### config.mk
export PLATFORM = sky130hd
export DESIGN_NAME = register_unit_sequencer
export DESIGN_NICKNAME = d
export VERILOG_FILES = /design/src/rtl/register_unit_sequencer.sv
export SDC_FILE = /design/constraint.sdc
export NUM_CORES = 1
export LEC_CHECK = 0
export CORE_MARGIN = 4
export CORE_UTILIZATION = 35
export CTS_BUF_LIST = sky130_fd_sc_hd__clkbuf_4 sky130_fd_sc_hd__clkbuf_8
export CTS_CLUSTER_SIZE = 12
export DETAILED_ROUTE_END_ITERATION = 16
export PLACE_DENSITY_LB_ADDON = 0.12
export SLEW_MARGIN = 20
export SYNTH_ARGS = -nofsm -noshare
export SYNTH_HDL_FRONTEND = slang
export SYNTH_SLANG_ARGS = --single-unit
### constraint.sdc
create_clock -name CLK -period 3.9 [get_ports CLK]
set_clock_uncertainty 0.1 [all_clocks]
set_input_delay 0.78 -clock CLK [delete_from_list [all_inputs] [get_ports CLK]]
set_output_delay 0.78 -clock CLK [all_outputs]
set_load 0.02 [all_outputs]
### src/rtl/register_unit_sequencer.sv
// register_unit_sequencer: fetch/decode/exec/writeback controller for a 4x8-bit, 2R/1W register file.
// Latency: ALU op 4 cycles, JMP 3 cycles from FETCH entry; each imem_ack wait cycle adds 1.
// Backpressure: FETCH holds imem_req/imem_addr until imem_ack; start is ignored while busy.
// Optional feature macro: SEQ_OVF_FLAG_EN adds a sticky signed-overflow output ovf.
module register_unit_sequencer #(
   parameter int              PC_W     = 8,
   parameter logic [PC_W-1:0] START_PC = '0
) (
   input  logic            CLK,
   input  logic            RST_N,
   input  logic            start,
   output logic            imem_req,
   output logic [PC_W-1:0] imem_addr,
   input  logic            imem_ack,
   input  logic [7:0]      imem_data,
   output logic [1:0]      rf_raddr1,
   output logic [1:0]      rf_raddr2,
   input  logic [7:0]      rf_rdata1,
   input  logic [7:0]      rf_rdata2,
   output logic            rf_we,
   output logic [1:0]      rf_waddr,
   output logic [7:0]      rf_wdata,
   output logic [PC_W-1:0] pc,
   output logic            busy,
   output logic            halted
`ifdef SEQ_OVF_FLAG_EN
   ,
   output logic            ovf
`endif
);

   typedef enum logic [2:0] {IDLE, FETCH, DECODE, EXEC, WB, HALT} seqState_t;

   localparam logic [1:0] OP_ADD  = 2'b00;
   localparam logic [1:0] OP_ADDI = 2'b01;
   localparam logic [1:0] OP_SUB  = 2'b10;
   localparam logic [1:0] OP_JMP  = 2'b11;

   seqState_t       stateQ, stateD;
   logic [PC_W-1:0] pcQ, pcD;
   logic [7:0]      instrQ, instrD;
   logic [7:0]      resultQ, resultD;
   logic            startAcc;

   logic [1:0]      opcode;
   logic [7:0]      aluB;
   logic [7:0]      aluSum;
   logic [PC_W-1:0] jmpTarget;

   assign opcode = instrQ[7:6];
   assign pc     = pcQ;

   // ALU: second operand is rt for ADD/SUB, sign-extended imm2 for ADDI; JMP target is pc + sext(imm6)
   always_comb begin
      aluB      = (opcode == OP_ADDI) ? {{6{instrQ[1]}}, instrQ[1:0]} : rf_rdata2;
      aluSum    = (opcode == OP_SUB) ? (rf_rdata1 - aluB) : (rf_rdata1 + aluB);
      jmpTarget = pcQ + {{(PC_W-6){instrQ[5]}}, instrQ[5:0]};
   end

   // Next-state and output decode; every output idles at zero outside its owning state
   always_comb begin
      stateD    = stateQ;
      pcD       = pcQ;
      instrD    = instrQ;
      resultD   = resultQ;
      startAcc  = 1'b0;
      imem_req  = 1'b0;
      imem_addr = '0;
      rf_raddr1 = 2'd0;
      rf_raddr2 = 2'd0;
      rf_we     = 1'b0;
      rf_waddr  = 2'd0;
      rf_wdata  = 8'd0;
      busy      = 1'b0;
      halted    = 1'b0;
      case (stateQ)
         IDLE, HALT: begin
            halted = (stateQ == HALT);
            if (start) begin
               startAcc = 1'b1;
               pcD      = START_PC;
               stateD   = FETCH;
            end
         end
         FETCH: begin
            busy      = 1'b1;
            imem_req  = 1'b1;
            imem_addr = pcQ;
            if (imem_ack) begin
               instrD = imem_data;
               stateD = DECODE;
            end
         end
         DECODE: begin
            busy      = 1'b1;
            rf_raddr1 = instrQ[5:4];
            rf_raddr2 = instrQ[3:2];
            stateD    = EXEC;
         end
         EXEC: begin
            busy      = 1'b1;
            rf_raddr1 = instrQ[5:4];
            rf_raddr2 = instrQ[3:2];
            if (opcode == OP_JMP) begin
               if (instrQ[5:0] == 6'd0) begin
                  stateD = HALT;
               end else begin
                  pcD    = jmpTarget;
                  stateD = FETCH;
               end
            end else begin
               resultD = aluSum;
               stateD  = WB;
            end
         end
         WB: begin
            busy     = 1'b1;
            rf_we    = 1'b1;
            rf_waddr = (opcode == OP_ADDI) ? instrQ[3:2] : instrQ[1:0];
            rf_wdata = resultQ;
            pcD      = pcQ + PC_W'(1);
            stateD   = FETCH;
         end
         default: stateD = IDLE;
      endcase
   end

   // State, PC, instruction and result registers with synchronous reset
   always_ff @(posedge CLK) begin
      if (!RST_N) begin
         stateQ  <= IDLE;
         pcQ     <= START_PC;
         instrQ  <= 8'd0;
         resultQ <= 8'd0;
      end else begin
         stateQ  <= stateD;
         pcQ     <= pcD;
         instrQ  <= instrD;
         resultQ <= resultD;
      end
   end

`ifdef SEQ_OVF_FLAG_EN
   logic aluOvf;
   logic aluOvfQ;
   logic ovfQ;

   // Signed overflow: operands agree in sign (ADD) or differ (SUB) and the result sign flips
   always_comb begin
      if (opcode == OP_SUB)
         aluOvf = (rf_rdata1[7] != aluB[7]) && (aluSum[7] != rf_rdata1[7]);
      else
         aluOvf = (rf_rdata1[7] == aluB[7]) && (aluSum[7] != rf_rdata1[7]);
   end

   // Overflow travels with the result and sets the sticky flag when that result is written
   always_ff @(posedge CLK) begin
      if (!RST_N) begin
         aluOvfQ <= 1'b0;
         ovfQ    <= 1'b0;
      end else begin
         if (stateQ == EXEC)
            aluOvfQ <= aluOvf && (opcode != OP_JMP);
         if (startAcc)
            ovfQ <= 1'b0;
         else if (stateQ == WB && aluOvfQ)
            ovfQ <= 1'b1;
      end
   end

   assign ovf = ovfQ;
`endif

endmodule

==> metrics.csv <==
metric,value,unit
status,completed,
cts_tree,done,
ys.flop_type,dfxtp_1,
drcViolationCount,0,
critPathRequiredTime,3960,ps
boundaryPins,62,
dp_hpwl,4528,µm
start_kind,primary input,
setup_tns,0,ps
vias,2177,
drt_iter0_drc,67,
grt_max_degree,23,
period_share,87.96,%
place_area,2902,µm²
grtUsageTotal,14.91,%
worstPathMaxFanout,6,
synth_area_per_cell,7.618,µm²
clkLatencyLatePin,270,ps
fin_crit,3431,ps
hold_viol_final,0,
initial_core_util,36.95,%
cts_repair_resize_count,0,
yosys_warnings,0,
htreeDepth,1,
critical_path_arrival,3490,ps
syn_to_final_growth,31.62,%
multi_input_area,1589,µm²
layout-drive-gt1-share,5.780,%
gp_congestion,0.8105,
synth_edf_count,0,
die_w,88.00,µm
worst_pin_slew,644.9,ps
whs,357.5,ps
ys_types,55,
coreArea,6061,µm²
wl,5745,µm
ir_worst_vdd,151.8,µV
fin_area,2948,µm²
dp_slack,158.2,ps
final-setup-viol-count,0,
cts.sinks,27,
ff2ff_path_depth,11,
max_freq,0.2915,GHz
crit_type,in -> reg,
die_area,7743,µm²
fill_cells,634,
wl_per_cell,13.65,µm
grt_overflow,0,
slew-limit-headroom,56.94,%
grt_pass1_vias,1937,
grt_pass1_wl,9266,µm
holdCritPathClass,reg -> reg,
syn_area,2240,µm²
diodes,0,
antenna_found_initial,0,
drv_cap,0,
synthCells,294,
power_density,258.1,nW/µm²
cts_root_buf,clkbuf_8,
rsz0062_at_grt,no,
leakage,1.177,nW
ys_seq_elements,27,
die_y,88.00,µm
dr.pass1.iters,4,
path_clk_slew,100,ps
clock_path_buffers,2,
async_flop_share,0,%
cts_setup_buffers,0,
ys_seq_area_share,24.13,%
maxSlewViolCount,0,
cts_hold_buf,0,
seq_area,540.5,µm²
synth_nets,338,
fp-row-count,28,
numCtsBuffers,3,
hold_path_depth,2,
final_antenna_net_count,0,
vias_per_cell,5.171,
io_buffers,61,
end_kind,flip-flop,
final_core_util,48.64,%
layout.nets,391,
setup_slack,469.4,ps
[worst max-delay path, cell delays in order]
cell	delay, ps
clkdlybuf4s50_1	460
or3_4	410
or4_4	550
a21oi_2	160
nor2_1	70
a31oi_1	150
o21ai_1	90
ha_1	330
o211ai_1	100
o21ai_1	170
xnor2_1	130
a21oi_1	80
[metrics by stage]
step / cells / power, mW
after floorplan: 294 / 0.5108
after global placement: 417 / 0.6077
after detailed placement: 417 / 0.6105
after CTS: 421 / 0.7692
after global routing: 421 / 0.8169
final: 421 / 0.7607
[cells by family (layout without fill, tap and decap cells)]
| family | Yosys count | after routing | synth area share [%] |
|---|---|---|---|
| xor+xnor | 14 | 14 | 5.810 |
| simple gates | 128 | 128 | 29.78 |
| buf+inv | 26 | 78 | 4.916 |
| compound gates | 78 | 78 | 23.46 |
| flops | 27 | 27 | 24.13 |
| mux | 4 | 4 | 1.844 |
| fa+ha+maj | 17 | 17 | 10.06 |
[path summary, 6_finish.rpt]
kind	startpoint	to	slack (ps)
worst min-delay path	resultQ[3]	resultQ[3]	360
worst min register to register	resultQ[3]	resultQ[3]	360
worst max-delay path	rf_rdata2[1]	resultQ[7]	470
worst max register to register	instrQ[6]	resultQ[6]	910
[final cells by class]
type	instances	share of cell area [%]
multi-input cells	241	53.90
clock inverters	1	0.1698
flip-flops and latches	27	18.34
clock buffers	3	1.401
inverters	8	1.019
well taps	75	3.183
repair buffers	66	21.99
[flip-flops by register name (all words and copies together), names as in the netlist]
name and cells:
stateQ 3, instrQ 8, pc 8, resultQ 8
[placed cells by master (no fill, tap or decap), types with 4 or more instances in the layout]
cell             instances
a211oi_1                 4
ha_1                    14
a21oi_1                 17
nand3b_1                 4
xnor2_1                  8
nand2_1                 40
clkdlybuf4s50_1         61
inv_1                    5
and2_1                  17
a21boi_1                12
o211ai_1                 6
buf_4                    5
xor2_1                   5
nor2_1                  18
o21ai_0                  5
o21ai_1                 10
a21o_1                   4
nand3_1                  9
dfxtp_1                 27
and3_1                  10
nor2b_1                  9
a31oi_1                  4
[where the power goes]
part	total (mW)	switching, mW	internal, mW
logic	0.286	0.152	0.134
clock network	0.159	0.0875	0.0716
registers	0.315	0.0269	0.288
[per-layer routing]
metal  GRT usage (%)  up-vias  part of all wire [%]
met5               0        -                     0
met1           21.89      977                    51
li1                -     1146                     -
met3           2.634        2                   4.9
met4           1.953        0                  0.24
met2           23.36       52                    44
[cells in the mapped netlist (2+ instances only)]
cell      instances  area share (%)
nand2_1          40             6.7
dfxtp_1          27              24
nor2_1           18             3.0
a21oi_1          17             3.8
and2_1           17             4.7
ha_1             14             7.8
clkbuf_1         13             2.2
a21boi_1         12             4.0
and3_1           10             2.8
o21ai_1          10             2.2
nand3_1           9             2.0
nor2b_1           9             2.5
xnor2_1           8             3.1
o211ai_1          6             2.0
inv_1             5            0.84
o21ai_0           5             1.1
xor2_1            5             2.0
a211oi_1          4             1.3
a21o_1            4             1.3
a31oi_1           4             1.1
buf_2             4            0.89
nand3b_1          4             1.3
a22oi_1           3             1.0
inv_2             3            0.50
mux2i_1           3             1.3
nand4_1           3            0.84
nor3_1            3            0.67
a21oi_2           2            0.78
fa_1              2             1.8
nand2b_1          2            0.56
nor4_1            2            0.56
o211a_1           2            0.89
or3_1             2            0.56
Note: power is estimated with default switching activity, not from simulation.
